## config.mk

```make
export PLATFORM = sky130hd
export DESIGN_NAME = alu_mc_unit_flat
export DESIGN_NICKNAME = d
export VERILOG_FILES = /design/src/rtl/alu_mc_if.sv /design/src/rtl/alu_mc_unit.sv /design/src/flat_wrapper.sv
export SDC_FILE = /design/constraint.sdc
export NUM_CORES = 1
export LEC_CHECK = 0
export ABC_AREA = 1
export CAP_MARGIN = 25
export CORE_AREA = 2 2 150 181
export CTS_BUF_LIST = sky130_fd_sc_hd__clkbuf_8
export DETAILED_ROUTE_END_ITERATION = 8
export DIE_AREA = 0 0 152 183
export MAX_ROUTING_LAYER = met4
export PLACE_DENSITY = 0.77
export SYNTH_ARGS = -nofsm -noshare
export SYNTH_HDL_FRONTEND = slang
export SYNTH_SLANG_ARGS = --single-unit
```

## constraint.sdc

```tcl
create_clock -name clk -period 5.9 [get_ports clk]
set_input_delay 0.59 -clock clk [delete_from_list [all_inputs] [get_ports clk]]
set_output_delay 0.59 -clock clk [all_outputs]
set_load 0.05 [all_outputs]
```

## src/rtl/alu_mc_if.sv

```systemverilog
// Operand/result handshake bundle for alu_mc_unit.
// master = control unit side, slave = ALU side.
interface alu_mc_if #(
  parameter int WIDTH = 16
);
  logic             in_valid;
  logic             in_ready;
  logic [5:0]       opcode;
  logic [WIDTH-1:0] a;
  logic [WIDTH-1:0] b;
  logic             out_valid;
  logic             out_ready;
  logic [WIDTH-1:0] result;
  logic             zf;
  logic             cf;
  logic             nf;
  logic             of;
  logic             err;

  modport master (
    output in_valid, opcode, a, b, out_ready,
    input  in_ready, out_valid, result, zf, cf, nf, of, err
  );

  modport slave (
    input  in_valid, opcode, a, b, out_ready,
    output in_ready, out_valid, result, zf, cf, nf, of, err
  );
endinterface

```

## src/rtl/alu_mc_unit.sv

```systemverilog
// Multi-cycle ALU: registered single-cycle ops, iterative shift-add MUL and
// restoring DIV/MOD, valid/ready handshakes on both sides.
module alu_mc_unit #(
  parameter  int WIDTH = 16,
  localparam int SHW   = $clog2(WIDTH)
) (
  input  logic     clk,
  input  logic     rst,
  alu_mc_if.slave  bus
);
  typedef enum logic [1:0] {S_IDLE, S_BUSY, S_DONE} state_e;

  typedef enum logic [5:0] {
    OP_ADD = 6'b001001, OP_SUB = 6'b001010, OP_LSR = 6'b001011,
    OP_LSL = 6'b001100, OP_ROR = 6'b001101, OP_ROL = 6'b001110,
    OP_MOV = 6'b001111, OP_MUL = 6'b010000, OP_DIV = 6'b010001,
    OP_MOD = 6'b010010, OP_AND = 6'b010011, OP_OR  = 6'b010100,
    OP_XOR = 6'b010101, OP_NEG = 6'b010110, OP_CMP = 6'b010111,
    OP_MAX = 6'b011000, OP_INC = 6'b011001, OP_DEC = 6'b011010
  } op_e;

  localparam logic [WIDTH-1:0] ONE  = WIDTH'(1);
  localparam logic [WIDTH-1:0] MINV = {1'b1, {(WIDTH-1){1'b0}}};
  localparam logic [WIDTH:0]   WVAL = (WIDTH+1)'(WIDTH);
  localparam logic [SHW-1:0]   LAST = SHW'(WIDTH-1);

  state_e state, state_n;

  logic [WIDTH-1:0] ia, ib;
  logic             accept, long_op;
  logic [WIDTH-1:0] opa, opb, acc, lo;
  logic [5:0]       opc;
  logic [SHW-1:0]   cnt;

  assign ia = bus.a;
  assign ib = bus.b;

  always_comb begin
    accept  = bus.in_valid && (state == S_IDLE);
    long_op = (bus.opcode == OP_MUL) ||
              (((bus.opcode == OP_DIV) || (bus.opcode == OP_MOD)) && (ib != '0));
  end

  always_ff @(posedge clk or posedge rst) begin
    if (rst) state <= S_IDLE;
    else     state <= state_n;
  end

  always_comb begin
    state_n = state;
    unique case (state)
      S_IDLE: if (accept) state_n = long_op ? S_BUSY : S_DONE;
      S_BUSY: if (cnt == LAST) state_n = S_DONE;
      S_DONE: if (bus.out_ready) state_n = S_IDLE;
      default: state_n = S_IDLE;
    endcase
  end

  always_comb begin
    bus.in_ready  = (state == S_IDLE);
    bus.out_valid = (state == S_DONE);
  end

  // Single-cycle results, computed straight from the accept-cycle operands.
  logic [WIDTH-1:0]   s_res;
  logic               s_cf, s_nf, s_of, s_err;
  logic [WIDTH:0]     sum;
  logic [2*WIDTH-1:0] ext;
  logic [SHW-1:0]     rs;

  always_comb begin
    s_res = '0;
    s_cf  = 1'b0;
    s_nf  = 1'b0;
    s_of  = 1'b0;
    s_err = 1'b0;
    sum   = '0;
    ext   = '0;
    rs    = SHW'(ib % WIDTH);
    case (bus.opcode)
      OP_ADD: begin
        sum   = {1'b0, ia} + {1'b0, ib};
        s_res = sum[WIDTH-1:0];
        s_cf  = sum[WIDTH];
        s_nf  = s_res[WIDTH-1];
        s_of  = (ia[WIDTH-1] == ib[WIDTH-1]) && (s_res[WIDTH-1] != ia[WIDTH-1]);
      end
      OP_SUB: begin
        sum   = {1'b0, ia} - {1'b0, ib};
        s_res = sum[WIDTH-1:0];
        s_cf  = ~sum[WIDTH];
        s_nf  = s_res[WIDTH-1];
        s_of  = (ia[WIDTH-1] != ib[WIDTH-1]) && (s_res[WIDTH-1] != ia[WIDTH-1]);
      end
      // The extra half of ext catches the last bit shifted out, including s==WIDTH.
      OP_LSR: begin
        ext   = {ia, {WIDTH{1'b0}}} >> ib;
        s_res = ext[2*WIDTH-1:WIDTH];
        s_cf  = ({1'b0, ib} > WVAL) ? 1'b0 : ext[WIDTH-1];
      end
      OP_LSL: begin
        ext   = {{WIDTH{1'b0}}, ia} << ib;
        s_res = ext[WIDTH-1:0];
        s_cf  = ({1'b0, ib} > WVAL) ? 1'b0 : ext[WIDTH];
      end
      OP_ROR: begin
        ext   = {ia, ia} >> rs;
        s_res = ext[WIDTH-1:0];
        s_cf  = (rs != '0) && s_res[WIDTH-1];
      end
      OP_ROL: begin
        ext   = {ia, ia} << rs;
        s_res = ext[2*WIDTH-1:WIDTH];
        s_cf  = (rs != '0) && s_res[0];
      end
      OP_MOV: s_res = ia;
      OP_MUL: s_res = '0;
      OP_DIV: begin s_res = '1; s_err = 1'b1; end
      OP_MOD: begin s_res = ia; s_err = 1'b1; end
      OP_AND: s_res = ia & ib;
      OP_OR:  s_res = ia | ib;
      OP_XOR: s_res = ia ^ ib;
      OP_NEG: begin
        s_res = ~ia + ONE;
        s_nf  = s_res[WIDTH-1];
        s_of  = (ia == MINV);
      end
      OP_CMP: begin
        s_res = {{(WIDTH-1){1'b0}}, ia != ib};
        s_nf  = ia < ib;
      end
      OP_MAX: s_res = (ia > ib) ? ia : ib;
      OP_INC: begin
        sum   = {1'b0, ia} + {1'b0, ONE};
        s_res = sum[WIDTH-1:0];
        s_cf  = sum[WIDTH];
      end
      OP_DEC: begin
        sum   = {1'b0, ia} - {1'b0, ONE};
        s_res = sum[WIDTH-1:0];
        s_cf  = (ia != '0);
        s_nf  = s_res[WIDTH-1];
      end
      default: s_err = 1'b1;
    endcase
  end

  // acc/lo: product high/low for MUL, remainder/dividend-quotient for DIV/MOD.
  logic [WIDTH:0]   it_sum, it_dif;
  logic [WIDTH-1:0] acc_n, lo_n, fin_res;
  logic             ge;

  always_comb begin
    it_sum = '0;
    it_dif = '0;
    ge     = 1'b0;
    if (opc == OP_MUL) begin
      it_sum = {1'b0, acc} + (lo[0] ? {1'b0, opa} : '0);
      acc_n  = it_sum[WIDTH:1];
      lo_n   = {it_sum[0], lo[WIDTH-1:1]};
    end else begin
      it_sum = {acc, lo[WIDTH-1]};
      it_dif = it_sum - {1'b0, opb};
      ge     = ~it_dif[WIDTH];
      acc_n  = ge ? it_dif[WIDTH-1:0] : it_sum[WIDTH-1:0];
      lo_n   = {lo[WIDTH-2:0], ge};
    end
    fin_res = (opc == OP_MOD) ? acc_n : lo_n;
  end

  always_ff @(posedge clk or posedge rst) begin
    if (rst) begin
      opa <= '0;  opb <= '0;  opc <= '0;
      acc <= '0;  lo  <= '0;  cnt <= '0;
      bus.result <= '0;
      bus.zf <= 1'b0;  bus.cf <= 1'b0;  bus.nf <= 1'b0;
      bus.of <= 1'b0;  bus.err <= 1'b0;
    end else if (accept) begin
      opa <= ia;
      opb <= ib;
      opc <= bus.opcode;
      acc <= '0;
      lo  <= (bus.opcode == OP_MUL) ? ib : ia;
      cnt <= '0;
      if (!long_op) begin
        bus.result <= s_res;
        bus.zf     <= (s_res == '0);
        bus.cf     <= s_cf;
        bus.nf     <= s_nf;
        bus.of     <= s_of;
        bus.err    <= s_err;
      end
    end else if (state == S_BUSY) begin
      acc <= acc_n;
      lo  <= lo_n;
      cnt <= cnt + SHW'(1);
      if (cnt == LAST) begin
        bus.result <= fin_res;
        bus.zf     <= (fin_res == '0);
        bus.cf     <= (opc == OP_MUL) && (acc_n != '0);
        bus.nf     <= 1'b0;
        bus.of     <= (opc == OP_MUL) && (acc_n != '0);
        bus.err    <= 1'b0;
      end
    end
  end
endmodule

```

## src/flat_wrapper.sv

```systemverilog
// flat-port wrapper written by rule: the top's interface ports become plain ports
module alu_mc_unit_flat 
#(
  parameter  int WIDTH = 16,
  localparam int SHW   = $clog2(WIDTH)
)
  (clk, rst, bus_in_valid, bus_opcode, bus_a, bus_b, bus_out_ready, bus_in_ready, bus_out_valid, bus_result, bus_zf, bus_cf, bus_nf, bus_of, bus_err);
  alu_mc_if #(.WIDTH(WIDTH)) bus_i ();
  input  logic clk;
  input  logic rst;
  input wire logic [$bits(bus_i.in_valid)-1:0] bus_in_valid;
  input wire logic [$bits(bus_i.opcode)-1:0] bus_opcode;
  input wire logic [$bits(bus_i.a)-1:0] bus_a;
  input wire logic [$bits(bus_i.b)-1:0] bus_b;
  input wire logic [$bits(bus_i.out_ready)-1:0] bus_out_ready;
  output wire logic [$bits(bus_i.in_ready)-1:0] bus_in_ready;
  output wire logic [$bits(bus_i.out_valid)-1:0] bus_out_valid;
  output wire logic [$bits(bus_i.result)-1:0] bus_result;
  output wire logic [$bits(bus_i.zf)-1:0] bus_zf;
  output wire logic [$bits(bus_i.cf)-1:0] bus_cf;
  output wire logic [$bits(bus_i.nf)-1:0] bus_nf;
  output wire logic [$bits(bus_i.of)-1:0] bus_of;
  output wire logic [$bits(bus_i.err)-1:0] bus_err;
  assign bus_i.in_valid = bus_in_valid;
  assign bus_i.opcode = bus_opcode;
  assign bus_i.a = bus_a;
  assign bus_i.b = bus_b;
  assign bus_i.out_ready = bus_out_ready;
  assign bus_in_ready = bus_i.in_ready;
  assign bus_out_valid = bus_i.out_valid;
  assign bus_result = bus_i.result;
  assign bus_zf = bus_i.zf;
  assign bus_cf = bus_i.cf;
  assign bus_nf = bus_i.nf;
  assign bus_of = bus_i.of;
  assign bus_err = bus_i.err;
  alu_mc_unit #(.WIDTH(WIDTH)) u_core (.clk(clk), .rst(rst), .bus(bus_i));
endmodule
```

# Word level (Yosys, flattened, before mapping)
# Cells that the tools add are included.
[totals]
reg_bits = 97
inputBits = 42
out_inout_bits = 23
[op_classes]
n_shift = 4
n_lt_le_gt_ge = 3
n_addsub = 8
mux = 45
n_reduce_logical = 22
n_bitwise = 6
eq_ne = 33
[op_table]
columns = ["operator", "count"]
rows = [
  ["$pmux W16 S16", 1],
  ["$mux W16", 15],
  ["$eq A6 B5 Y1 const B", 13],
  ["$reduce_bool A16 Y1", 3],
  ["$eq A6 B4 Y1 const B", 7],
  ["$logic_not A16 Y1", 2],
  ["$shl A32 B4 Y32", 1],
  ["$shr A32 B16 Y32", 1],
  ["$shr A32 B4 Y16", 1],
  ["$mux W1", 19],
  ["$add A16 B1 Y17 const B", 1],
  ["$add A16 B16 Y17", 1],
  ["$add A16 B17 Y17", 1],
  ["$shl A16 B16 Y17", 1],
  ["$sub A16 B16 Y17", 1],
  ["$sub A17 B16 Y17", 1],
  ["$add A16 B1 Y16 const B", 1],
  ["$and A16 B16 Y16", 1],
  ["$eq A16 B16 Y1 const B", 1],
  ["$gt A16 B16 Y1", 1],
  ["$gt A16 B5 Y1 const B", 1],
  ["$lt A16 B16 Y1", 1],
  ["$ne A16 B16 Y1", 1],
  ["$not A16 Y16", 1],
  ["26 further kinds", 44],
]

# Logic depth before layout (Yosys ltp)
[logic_depth]
ltp_word = 8
depth_mapped = 27
mapped_depth_nobuf = 24

# Least setup slack after synthesis
# Ideal clock, no wire load.
[synth_path]
kind = "input-to-reg"
start = "input port bus_b[3]"
end = "register u_core.bus.zf"
path_slack_ns = 2.564
path_buffers = 5
required_time_ns = 5.834
setup_ns = 0.066
arrival_ns = 3.271
stages = 23
path_cell_list = "buf_2 > clkinv_1 > buf_2 > buf_1 > ha_1 > buf_6 > nor2_1 > nand2_1 > nand3b_1 > nand3_2 > nand2_2 > nand2_4 > nand2_4 > buf_6 > o211ai_1 > nand3_1 > nor2_1 > nand2_1 > nor2_1 > nand3_1 > nand2_1 > nand2_1 > nand2_1"
[synth_between]
elab_chain_cells = 6
elab_cells_between_ends = 21
cone_classes = "2 x add/sub; 1 x order compare; 2 x eq/ne; 4 x shift; 4 x mux; 3 x bitwise; 5 x reduce/logical"
[synth_lines]
columns = ["element", "line_no", "text"]
rows = [
  ["start, declared", "flat_wrapper.sv:14", "input wire logic [$bits(bus_i.b)-1:0] bus_b;"],
  ["$gt A16 B16 Y1", "alu_mc_unit.sv:132", "OP_MAX: s_res = (ia > ib) ? ia : ib;"],
  ["$mux W16", "alu_mc_unit.sv:132", ""],
  ["$pmux W16 S16", "alu_mc_unit.sv:80", "case (bus.opcode)"],
  ["$logic_not A16 Y1", "alu_mc_unit.sv:187", "bus.zf <= (s_res == '0);"],
  ["$mux W1", "alu_mc_unit.sv:185", "if (!long_op) begin"],
  ["$mux W1", "alu_mc_unit.sv:178", "end else if (accept) begin"],
  ["end signal, assigned", "alu_mc_unit.sv:187", ""],
  ["end signal, assigned", "alu_mc_unit.sv:199", "bus.zf <= (fin_res == '0);"],
  ["end, declared", "alu_mc_if.sv:27", "output in_ready, out_valid, result, zf, cf, nf, of, err"],
]
# Parallel ways exist; a longest one is shown, timed or not. The select of a mux whose other input is x is not followed.
# A chain may end at the register's enable or synchronous reset.

# Worst setup path after layout
[layout_path]
start = "input port bus_a[4]"
end = "register u_core.bus.of"
[layout_between]
elab_chain_cells = 6
elab_cells_between_ends = 10
cone_classes = "2 x add/sub; 3 x eq/ne; 3 x mux; 2 x reduce/logical"
[layout_lines]
columns = ["element", "line_no", "text"]
rows = [
  ["start, declared", "flat_wrapper.sv:13", "input wire logic [$bits(bus_i.a)-1:0] bus_a;"],
  ["$sub A16 B16 Y17 / $add A16 B16 Y17 (equally long branches)", "alu_mc_unit.sv:89, alu_mc_unit.sv:82", ""],
  ["$ne A1 B1 Y1 (on tied branches)", "alu_mc_unit.sv:93, alu_mc_unit.sv:86", ""],
  ["$logic_and A1 B1 Y1 (on tied branches)", "alu_mc_unit.sv:93, alu_mc_unit.sv:86", ""],
  ["$pmux W1 S3 (*)", "alu_mc_unit.sv:80", ""],
  ["$mux W1 (*)", "alu_mc_unit.sv:185", ""],
  ["$mux W1 (*)", "alu_mc_unit.sv:178", ""],
  ["end signal, assigned", "alu_mc_unit.sv:190", "bus.of <= s_of;"],
  ["end signal, assigned", "alu_mc_unit.sv:202", "bus.of <= (opc == OP_MUL) && (acc_n != '0);"],
  ["end, declared", "alu_mc_if.sv:27", ""],
]
# Mark *: on every way between the ends. The rest lies on a longest branch, timed or not. The select of a mux whose other input is x is not followed.

==> PnR_summary.wiki <==
{| class="wikitable"
! Metric !! Value
|-
| RSZ-0062 raised after global routing || no
|-
| Largest net degree at the start of global routing || 74
|-
| Total iterations of the first detailed-routing run || 9
|-
| Cts bufs inserted || 9
|-
| Number of failing setup endpoints in the final timing report || 0
|-
| Routed Wire Length || 64500 um
|-
| Max Slew Vio Count || 0
|-
| PD cells || approximately 220 nW/um^2
|-
| Post-Synthesis Mean Instance Area || 5.734 um^2
|-
| Number of placement rows || between 60 and 70
|-
| Sequential cell area || 2427 um^2
|-
| Die Y-Extent || 183 um
|-
| Maximum level of the CTS H-tree || 3
|-
| CP Launch Type || input pin
|-
| Post-Synth Adder-Cell Area || 8.292%
|-
| Final critical path time including I/O delays and setup || 4.148 ns
|-
| Boundary Pins || 65
|-
| Dominant synthesized flop cell || dfrtp_1
|-
| Wire length of the first global-routing pass || 95980 um
|-
| Worst relative slew slack || 33.63%
|-
| Leading post-synthesis cells by cell area || nand2_1 (19%), dfrtp_1 (18%), nand3_1 (13%)
|-
| Cell accounting for the most synthesized area || nand2_1
|-
| Final estimated routing congestion in global placement || 1.141
|-
| Most frequently used cell type in the post-synthesis netlist || nand2_1
|-
| Clock transition at the registers of the reported paths || 0.10 ns
|-
| Routed WL per cell || 23.67 um
|-
| Routing layer with the top usage in global route || met2
|-
| Multiplexer area fraction after synthesis || 0%
|-
| Vias in the first global route || 16370
|-
| Final Hold Fails || 0
|-
| Post-route clock period utilization || 70.30%
|-
| Detail Route Antenna Nets || 0
|-
| Post-synthesis net count || 2509
|-
| Endpoint arrival time on the critical path || 4.48 ns
|-
| Buffers & Inverters on Critical Path || 4
|-
| Max Buffers Root-to-Sink || 2
|-
| Count of warnings emitted by yosys || 0
|-
| Stage delay of the slowest cell on the critical path || 0.75 ns
|-
| Compound-Gate Fraction of Synth Area || 17.15%
|-
| Post-synth top area share || 18.57%
|-
| Clock root buffer || clkbuf_8
|-
| Kind of critical path || in -> reg
|-
| CTS sink cnt || between 90 and 100
|-
| Max-cap violation count || 0
|-
| Maximum fanout count along the critical path || 13
|-
| Post-synthesis instance area || 13640 um^2
|-
| Via-to-Cell Ratio || about 6.4
|-
| Met1 Track Usage GR || between 50 and 60%
|-
| Worst IR Drop VDD || 0.1392 mV
|-
| Fraction of layout instances using a drive strength above 1 || under 10%
|-
| Global Route met3 Usage || under 10%
|-
| Overflow left after global routing || 0
|-
| Count of fill cells added during filler insertion || 2722
|-
| Initial antenna violation count || 1
|-
| Post-cts resize count || 0
|-
| Outcome || finished clean
|-
| Static leakage || around 7.5 nW
|-
| Non-Filler Instances || 2725
|-
| Fmax || around 240 MHz
|-
| Fraction of synthesized cell area in xor and xnor cells || 1.605%
|-
| Total chip power || 3.281 mW
|-
| Fraction of the yosys area taken by sequential cells || 17.79%
|-
| Global-route usage over all layers || around 46%
|-
| CORE AREA || about 26000 um^2
|-
| Cells along the critical path || clkdlybuf4s50_1, buf_4, inv_1, ha_1, inv_2, nor3_1, nand3_1, nand3_1, a21oi_1, o31ai_1, a41oi_1, a21oi_1
|-
| Area Overhead vs Synth || 7.668%
|-
| Remaining routing DRC violations || 0
|-
| Clock latency at the later pin of the worst-skew pair || around 0.4 ns
|-
| Clock tree skew after final layout || 0.009403 ns
|-
| CTS tree || done
|-
| Slowest stage cell, crit path || clkdlybuf4s50_1
|-
| Largest family of logic cells by synthesized area || simple AND/OR/NAND/NOR gates
|-
| Count of different cell masters after synthesis || 53
|-
| Fin nets || 2514
|-
| Total instance count after detailed placement || 2707
|-
| Type of the most critical hold path || reg -> reg
|-
| CP delay by family, top || compound AO/OA/AOI/OAI gates
|-
| Transition time at the pin with the least slew margin || approximately 0.99 ns
|-
| Effective utilization at floorplan || 52.25%
|-
| Quantity of hold-fixing buffers added after cts || 0
|-
| Number of buffers inserted by port buffering || 64
|-
| Post-CTS repair timing setup buffer count || 0
|-
| Commonest cells post-synth || nand2_1 (675), nand3_1 (355), nor2_1 (236), inv_1 (223), o21ai_0 (181)
|-
| Async SR Flop Fraction || between 90% and 100%
|-
| Violation count after the first detailed-route iteration || 2435
|-
| Yosys reg bits || 97
|-
| Detailed placement HPWL || 50250 um
|-
| Nature of the critical path endpoint || flop
|-
| Die Area || 27820 um^2
|-
| Sum of negative setup slack || 0 ns
|-
| Synth Area in Simple Gates || between 40% and 50%
|-
| Data required, critical path || 6.23 ns
|-
| Final Util || a little under three fifths
|-
| GR met2 Demand/Resource || 74.27%
|-
| Combined area of the multi-input logic cells || 9741 um^2
|-
| Cells after Synth || 2379
|-
| Horizontal extent of the die || 152 um
|-
| Overall via count from detail_route || 17440
|-
| Number of synthesized flops with an enable pin || 0
|}
-- routing by layer --
| metal | vias up | part of all wire [%] |
|---|---|---|
| met2 | 1247 | 45 |
| met1 | 7929 | 35 |
| met3 | 372 | 10 |
| met5 | - | 0 |
| met4 | 0 | 10 |
| li1 | 7894 | - |
-- path summary, 6_finish.rpt --
| check | start | endpoint | slack [ns] | cells after the start |
|---|---|---|---|---|
| setup / recovery | bus_a[4] | u_core.bus.of | 1.75 | 12 |
| hold reg to reg | u_core.bus.result[0] | u_core.bus.result[0] | 0.49 | 2 |
| max in group asynchronous | rst | u_core.bus.nf | 4.19 | 3 |
| setup reg to reg | u_core.lo[15] | u_core.bus.of | 2.40 | 22 |
| hold / removal | u_core.bus.result[0] | u_core.bus.result[0] | 0.49 | 2 |
| min in group asynchronous | rst | u_core.opb[8] | 0.60 | 2 |
-- cell families (layout without fill, tap and decap cells) --
kind of cell	count (synthesis)	after routing
XOR/XNOR	25	25
AND/OR/NAND/NOR	1393	1393
buffers and inverters	363	373
adder cells (fa/ha/maj)	88	88
other	0	1
flip-flops	97	97
AO/OA/AOI/OAI	413	413
-- area by class of cell --
| type | instances | area share [%] |
|---|---|---|
| Clock buffer | 9 | 0.8434 |
| Sequential cell | 97 | 16.53 |
| Clock inverter | 7 | 0.5367 |
| Antenna cell | 1 | 0.01704 |
| Multi-Input combinational cell | 1919 | 66.32 |
| Inverter | 254 | 6.517 |
| Timing Repair Buffer | 103 | 6.381 |
| Tap cell | 335 | 2.854 |
-- power by group --
part / internal (mW) / switching, mW / total (mW)
sequential: 0.840 / 0.123 / 0.963
combinational: 0.550 / 1.30 / 1.85
clock: 0.201 / 0.265 / 0.466
-- state kept, by name (all words and copies together) (netlist names) --
signal and flops:
u_core.bus.zf 1, u_core.opa 16, u_core.bus.err 1, u_core.bus.cf 1, u_core.bus.nf 1, u_core.acc 16
u_core.bus.result 16, u_core.bus.of 1, u_core.lo 16, u_core.opc 6, u_core.cnt 4, u_core.state 2
u_core.opb 16
-- metrics by stage --
stage               setup WS (ns)  instance area [um^2]  hold slack, ns
floorplan                   2.564                 13640          0.4530
global placement            1.482                 14460          0.4659
detailed placement          1.518                 14470          0.4681
CTS                         1.928                 14680          0.4934
global route                1.581                 14690          0.5238
finish                      1.752                 14690          0.4916
-- layout by cell type (no fill, tap or decap), types with 3 or more instances in the layout --
master and instances:
nand2_2 10, and2_1 6, o21bai_1 24, xor2_1 18, a22oi_1 9, o21ai_1 20, ha_1 84, a21oi_2 4
nand2_4 4, clkdlybuf4s50_1 64, clkinv_1 5, nand2_1 674, xnor2_1 7, o22ai_1 22, a21boi_0 3, clkinv_2 3
inv_2 25, o211ai_1 15, nor3_1 23, nand3_2 7, o31ai_1 12, nand4_1 48, nor2_2 9, fa_1 4
nand3_1 354, a21o_1 6, dfrtp_1 97, inv_1 222, nand3b_1 6, nor3_2 5, or2_2 5, a21oi_1 100
buf_4 38, o21ai_0 181, clkbuf_8 9, nor2_1 236
-- worst min-delay path: stages, from the launching register on --
cell and delay, ns:
dfrtp_1 0.36, nand2_1 0.05, o31ai_1 0.05
No activity file was read; power rests on OpenSTA's default activity.
